`src/rtl/pwm_capture.sv`:
```
// pwm_capture: measures high time and period of an asynchronous PWM input and flags a stuck level.
// Define PWM_CAPTURE_FILTER_EN to add a two-sample glitch filter after the synchroniser.
module pwm_capture #(
    parameter int TIMEOUT = 512
) (
    input  logic       clk,
    input  logic       rst_n,
    input  logic       pwm_in,
    output logic [7:0] duty_out,
    output logic [9:0] period_out,
    output logic       valid,
    output logic       timeout
);
    typedef enum logic [1:0] {WAIT_FIRST, HIGH, LOW, STUCK} state_t;
    state_t     r_state, w_next;
    logic       r_s1, r_s2, r_s3;
    logic       w_level, w_rise, w_to;
    logic [9:0] r_period_cnt;
    logic [7:0] r_high_cnt;
    logic [7:0] r_duty;
    logic [9:0] r_period;
    logic       r_valid, r_timeout;

    always_ff @(posedge clk or negedge rst_n) begin
        if (!rst_n) begin
            r_s1 <= 1'b0;
            r_s2 <= 1'b0;
            r_s3 <= 1'b0;
        end else begin
            r_s1 <= pwm_in;
            r_s2 <= r_s1;
            r_s3 <= w_level;
        end
    end

`ifdef PWM_CAPTURE_FILTER_EN
    // r_s1 holds the next s2 sample, so equality means two consecutive equal s2 samples
    logic r_filt;
    always_ff @(posedge clk or negedge rst_n) begin
        if (!rst_n) r_filt <= 1'b0;
        else        r_filt <= (r_s1 == r_s2) ? r_s2 : r_filt;
    end
    assign w_level = r_filt;
`else
    assign w_level = r_s2;
`endif

    assign w_rise = w_level & ~r_s3;
    assign w_to   = (r_state != STUCK) && !w_rise && (r_period_cnt == 10'(TIMEOUT - 1));

    always_comb begin
        w_next = r_state;
        w_next = w_rise ? HIGH : w_to ? STUCK : (r_state == HIGH && !w_level) ? LOW : r_state;
    end

    always_ff @(posedge clk or negedge rst_n) begin
        if (!rst_n) begin
            r_state      <= WAIT_FIRST;
            r_period_cnt <= '0;
            r_high_cnt   <= '0;
            r_duty       <= '0;
            r_period     <= '0;
            r_valid      <= 1'b0;
            r_timeout    <= 1'b0;
        end else begin
            r_state <= w_next;
            r_valid <= 1'b0;
            if (w_rise) begin
                r_period_cnt <= 10'd1;
                r_high_cnt   <= 8'd1;
                r_timeout    <= 1'b0;
                // only a rise that closes a full HIGH/LOW cycle is a measurement
                if (r_state == LOW) begin
                    r_duty   <= r_high_cnt;
                    r_period <= r_period_cnt;
                    r_valid  <= 1'b1;
                end
            end else if (r_state != STUCK) begin
                r_period_cnt <= (r_period_cnt == 10'd1023) ? r_period_cnt : r_period_cnt + 10'd1;
                r_high_cnt   <= (w_level && r_high_cnt != 8'd255) ? r_high_cnt + 8'd1 : r_high_cnt;
                if (w_to) begin
                    r_duty    <= {8{w_level}};
                    r_period  <= '0;
                    r_valid   <= 1'b1;
                    r_timeout <= 1'b1;
                end
            end
        end
    end

    assign duty_out   = r_duty;
    assign period_out = r_period;
    assign valid      = r_valid;
    assign timeout    = r_timeout;
endmodule

```
`config.mk`:
```
export PLATFORM = sky130hd
export DESIGN_NAME = pwm_capture
export DESIGN_NICKNAME = d
export VERILOG_FILES = /design/src/rtl/pwm_capture.sv
export SDC_FILE = /design/constraint.sdc
export NUM_CORES = 1
export LEC_CHECK = 0
export ABC_AREA = 0
export CAP_MARGIN = 20
export CORE_MARGIN = 2
export CORE_UTILIZATION = 50
export CTS_CLUSTER_SIZE = 28
export DETAILED_ROUTE_END_ITERATION = 16
export PLACE_DENSITY = 0.73
export SLEW_MARGIN = 10
export SYNTH_ARGS = -nofsm -noshare
export SYNTH_HDL_FRONTEND = slang
export SYNTH_SLANG_ARGS = --single-unit
```
`constraint.sdc`:
```
create_clock -name clk -period 3 [get_ports clk]
set_input_delay 0.45 -clock clk [delete_from_list [all_inputs] [get_ports clk]]
set_output_delay 0.45 -clock clk [all_outputs]
set_load 0.005 [all_outputs]
```
; ---- Word level (Yosys, flattened, before mapping)
; Cells that the tools add are included.
[classes]
n_addsub = 2
reduce_logical = 14
bitwise_logic = 2
eq_ne = 8
n_mux = 24
[ops]
columns = op, count
row1 = $mux W10, 7
row2 = $mux W8, 7
row3 = $add A10 B1 Y10 const B, 1
row4 = $eq A10 B10 Y1 const B, 1
row5 = $eq A10 B9 Y1 const B, 1
row6 = $add A8 B1 Y8 const B, 1
row7 = $ne A8 B8 Y1 const B, 1
row8 = $mux W1, 7
row9 = $mux W2, 3
row10 = $reduce_and A2 Y1, 3
row11 = $reduce_bool A2 Y1, 3
row12 = $logic_and A1 B1 Y1, 4
row13 = $ne A2 B2 Y1 const B, 2
row14 = $reduce_and A3 Y1, 1
row15 = $reduce_bool A3 Y1, 1
row16 = $eq A2 B1 Y1 const B, 1
row17 = $eq A2 B2 Y1 const B, 1
row18 = $logic_not A1 Y1, 2
row19 = $ne A2 B1 Y1 const B, 1
row20 = $and A1 B1 Y1, 1
row21 = $not A1 Y1, 1
[totals]
output_inout_bits = 20
in_bits = 3
regBits = 43

; ---- Depth between registers and ports, before layout
[logic_depth]
word_depth = 8
ltp_mapped = 7
ltp_nobuf = 5

; ---- Least setup slack after synthesis
; No wires, ideal clock.
[synth_path]
path_type = reg-to-reg
startpoint = register r_period_cnt[0]
endpoint = register r_period_cnt[2]
arrival_ps = 1525
setup_ps = 120
path_stages_with_launch = 6
setup_slack_ps = 1354
required_ps = 2880
cell_sequence = dfrtp_1 ha_1 and4_1 a31oi_1 a21oi_1 a31o_2
[synth_between]
elab_chain_len = 4
[synth_rtl]
columns = item, line_no
row1 = from (decl), 18  ; logic [9:0] r_period_cnt;
row2 = from (signal assigned), 79  ; r_period_cnt <= (r_period_cnt == 10'd1023) ? r_period_cnt : r_period_cnt + 10'd1;
row3 = $add A10 B1 Y10, 79
row4 = $mux W10, 79
row5 = $mux W10, 78  ; end else if (r_state != STUCK) begin
row6 = $mux W10, 68  ; if (w_rise) begin
; Several ways; a longest one is shown, not always the timed one. The select of a mux whose other input is x is not followed.
; A chain may end at the register's enable or synchronous reset.

; ---- Final worst setup path
[layout_path]
startpoint = register r_s3
endpoint = register r_duty[1] (netlist: duty_out[1])
[layout_between]
elab_chain_len = 7
[layout_rtl]
columns = item, line_no
row1 = from (decl), 16  ; logic r_s1, r_s2, r_s3;
row2 = from (signal assigned), 32  ; r_s3 <= w_level;
row3 = $not A1 Y1 (*), 48  ; assign w_rise = w_level & ~r_s3;
row4 = $and A1 B1 Y1 (*), 48
row5 = $logic_not A1 Y1, 49  ; assign w_to = (r_state != STUCK) && !w_rise && (r_period_cnt == 10'(TIMEOUT - 1));
row6 = $logic_and A1 B1 Y1 (2 in a row), 49
row7 = $reduce_bool A2 Y1 (no source line), -
row8 = $reduce_and A3 Y1 (no source line), -
row9 = to (signal assigned), 74  ; r_duty <= r_high_cnt;
row10 = to (signal assigned), 82  ; r_duty <= {8{w_level}};
row11 = to (decl), 20  ; logic [7:0] r_duty;
; Every way passes the cells marked *; elsewhere a longest branch is shown, timed or not.

==> results.rst <==
.. list-table::
   :header-rows: 1

   * - Metric
     - Value
   * - Crit path max-delay family
     - simple AND/OR/NAND/NOR gates
   * - Count of yosys warnings during synthesis
     - 0
   * - Yosys top cell by area
     - sky130_fd_sc_hd__dfrtp_1
   * - Crit path cell chain
     - and2b_1 -> and3_4 -> a31oi_4 -> mux2i_1
   * - Cell Int Power
     - 1070 uW
   * - Area contributors post-synth
     - sky130_fd_sc_hd__dfrtp_1 (52%), sky130_fd_sc_hd__o21ai_0 (6.1%), sky130_fd_sc_hd__nand2_1 (5.1%)
   * - Root Buffer
     - sky130_fd_sc_hd__clkbuf_8
   * - Total negative slack for setup checks
     - 0 ns
   * - Leakage power figure
     - 0.00104 uW
   * - Maximum number of pins on one net before global-route repair
     - 44
   * - Setup slack after placement
     - 1.04 ns
   * - Number of rows in the core area
     - 23
   * - Global-route wire length before repair
     - 6660 um
   * - Number of diodes added for antenna fixing
     - 0
   * - Die area
     - 4630 um2
   * - Commonest cells in the netlist
     - sky130_fd_sc_hd__dfrtp_1 (43), sky130_fd_sc_hd__nand2_1 (28), sky130_fd_sc_hd__o21ai_0 (25), sky130_fd_sc_hd__inv_1 (12), sky130_fd_sc_hd__nand3_1 (11)
   * - Worst setup margin
     - 1.03 ns
   * - Critical path buffers and inverters
     - 0
   * - Number of flip-flops and latches in the synthesized netlist
     - 43
   * - Hold Crit Class
     - in2async
   * - Crit share post-route
     - 65.8%
   * - Fraction of post-synthesis cell area in the top cell type by area
     - 52.5%
   * - Data required time of the critical path
     - 3.21 ns
   * - Layout-stage area growth over the synthesis result
     - 13.6%
   * - Layout cell share with drive strength beyond 1
     - 5.83%
   * - GRT Residual Overflow
     - 0
   * - Sequential group share of total power
     - 52.7%
   * - Critical path endpoint category
     - register
   * - Avg Inst Size Synth
     - 9.95 um2
   * - Number of routed nets with antenna violations
     - 0
   * - Clock latency on the worst-skew pair
     - 0.29 ns
   * - Total Wirelength
     - 3860 um
   * - Main flop type after synthesis
     - sky130_fd_sc_hd__dfrtp_1
   * - Combinational cell fraction of total power
     - 24.6%
   * - Number of flops mapped to enable cells by yosys
     - 0
   * - Post-detailed-route DRC marker count
     - 0
   * - Final HPWL DP
     - 2730 um
   * - Clock buffer count from CTS
     - 5
   * - Net count reported at finish
     - 227
   * - Max VDD drop
     - 312 uV
   * - Mapped Cells
     - 206
   * - Data arrival time of the worst path
     - 2.18 ns
   * - Delay of the slowest cell on the worst path
     - 0.50 ns
   * - Critical-path top delay cell
     - sky130_fd_sc_hd__dfrtp_1
   * - Non-filler instance count after layout
     - 273
   * - Switching power as a share of total power
     - 30.4%
   * - Vias/cell
     - 5.58
   * - Overall die height
     - 68.0 um
   * - Boundary Pins
     - 23
   * - Maximum fanout encountered on the critical timing path
     - 17
   * - Initial antenna violation count
     - 0
   * - Worst Clk Skew
     - 0.00246 ns
   * - Via count of the first global-routing pass
     - 1,438
   * - Synth unique cells
     - 42
   * - Share of flip-flops with an asynchronous set or reset
     - 100%
   * - Element type at the critical path start
     - register
   * - Initial Util
     - 51.6%
   * - Maximum number of buffers from clock root to sink
     - 2
   * - GR Util All Layers
     - 19.4%
   * - Power density over the cells
     - 658 nW/um2
   * - Sw power
     - 465 uW
   * - Placed cells
     - 265
   * - Number of vias after detailed routing
     - 1,524
   * - Max Clk Rate
     - 507 MHz
   * - Final standard cell utilization of the core
     - 58.7%
   * - Cells resized by post-CTS repair
     - 0
   * - Cell Area, Synth
     - 2050 um2
   * - Die span in x
     - 68.0 um
   * - Result of the run
     - complete, no violations
   * - Max Slew Vio Count
     - 0
   * - Most numerous cell in the Yosys netlist
     - sky130_fd_sc_hd__dfrtp_1
   * - Last weighted congestion value of the routability-driven placer
     - 0.815
   * - Max-cap violations
     - 0
   * - Relative slew slack
     - 38.7%
   * - Sinks on Clock Net
     - 43
   * - Final min period
     - 1.97 ns
   * - Clock tree from TritonCTS
     - done
   * - Final setup violation count
     - 0
   * - Port Buf Inserts
     - 22
   * - Average wire length per cell after detail routing
     - 14.1 um
   * - Floorplan Core Area
     - 3970 um2
   * - Clk slew on worst S/H paths
     - 0.07 ns
   * - Post-cts hold buffer count
     - 0
   * - 1st-iter DRT viols
     - 124
   * - Clk network pwr share
     - 22.7%
   * - Classification of the worst setup path
     - reg2reg
   * - Sequential share of the synthesized area
     - 52.5%
   * - RSZ-0062 raised after global routing
     - false
   * - CTS H-tree depth
     - 2
   * - Count of final hold-check violations
     - 0
   * - Worst-margin pin slew
     - 0.919 ns
   * - Iteration count of the initial detailed-routing pass
     - 4
   * - Post-CTS setup buffer count
     - 0
   * - Syn Nets
     - 211
## per-layer routing
layer | wire [um] | track usage, % | up-vias
met5 | 0 | 0 | -
met4 | 49 | 7.00 | 0
met3 | 182 | 4.61 | 7
met2 | 1680 | 27.7 | 37
met1 | 1950 | 28.6 | 726
li1 | - | - | 754
## worst register-to-register path, cell delays in order (launching register included)
cell	delay (ns)
sky130_fd_sc_hd__dfrtp_1	0.50
sky130_fd_sc_hd__and2b_1	0.42
sky130_fd_sc_hd__and3_4	0.33
sky130_fd_sc_hd__a31oi_4	0.39
sky130_fd_sc_hd__mux2i_1	0.26
## per-stage QoR
step	cell area [um2]	power, uW	hold slack [ns]
2_1_floorplan	2050	1000	0.154
3_3_place_gp	2250	1180	0.349
3_5_place_dp	2250	1200	0.370
4_1_cts	2330	1550	0.335
5_1_grt	2330	1640	0.379
6_report	2330	1530	0.292
## layout by cell type (no fill, tap or decap), types with 3 or more instances in the layout
cell type / Yosys / routed
sky130_fd_sc_hd__nor2_1: 9 / 9
sky130_fd_sc_hd__dfrtp_1: 43 / 43
sky130_fd_sc_hd__a31oi_1: 4 / 4
sky130_fd_sc_hd__clkbuf_8: 0 / 5
sky130_fd_sc_hd__nand4_1: 4 / 4
sky130_fd_sc_hd__mux2i_1: 9 / 9
sky130_fd_sc_hd__inv_1: 12 / 12
sky130_fd_sc_hd__nand2_1: 28 / 28
sky130_fd_sc_hd__or3_1: 3 / 3
sky130_fd_sc_hd__clkdlybuf4s50_1: 0 / 21
sky130_fd_sc_hd__nand3_1: 11 / 11
sky130_fd_sc_hd__o21ai_0: 25 / 25
sky130_fd_sc_hd__a21oi_1: 7 / 7
sky130_fd_sc_hd__and3_1: 3 / 3
## cell families after synthesis
| logic type | count (synthesis) | synth area share (%) |
|---|---|---|
| simple gates | 69 | 16.7 |
| compound gates | 54 | 17.5 |
| flops | 43 | 52.5 |
| buf+inv | 25 | 6.10 |
| mux | 9 | 4.39 |
| xor+xnor | 4 | 1.71 |
| fa+ha+maj | 2 | 1.22 |
## layout make-up
class | count | area (um2)
Fill cell | 363 | 1640
Inverter | 12 | 45.0
Sequential cell | 43 | 1080
Clock buffer | 7 | 76.3
Clock inverter | 1 | 5.00
Multi-Input combinational cell | 138 | 850
Tap cell | 50 | 62.6
Timing Repair Buffer | 22 | 215
## state kept, by name, indices dropped and copies added, names as in the netlist
signal / cells
valid: 1
period_out: 10
r_period_cnt: 10
r_s1: 1
timeout: 1
r_high_cnt: 8
duty_out: 8
r_s2: 1
r_state: 2
r_s3: 1
## path summary, 6_finish.rpt
kind / start / end / slack (ns) / depth (start not counted)
max: r_s3 / duty_out[1] / 1.03 / 4
min: rst_n / r_high_cnt[5] / 0.29 / 1
max reg2reg: r_s3 / duty_out[1] / 1.03 / 4
min reg2reg: r_s1 / r_s2 / 0.39 / 0
max in group asynchronous: rst_n / duty_out[4] / 2.14 / 1
min in group clk: r_s1 / r_s2 / 0.39 / 0
## power by group through the flow
| stage | Clock [uW] | Combinational [uW] | Sequential, uW |
|---|---|---|---|
| floorplan | 0 | 218 | 784 |
| detailed placement | 0 | 383 | 818 |
| global route | 382 | 432 | 825 |
| finish | 347 | 377 | 809 |
| global placement | 0 | 369 | 812 |
| CTS | 354 | 384 | 807 |
Note: power is estimated with default switching activity, not from simulation.
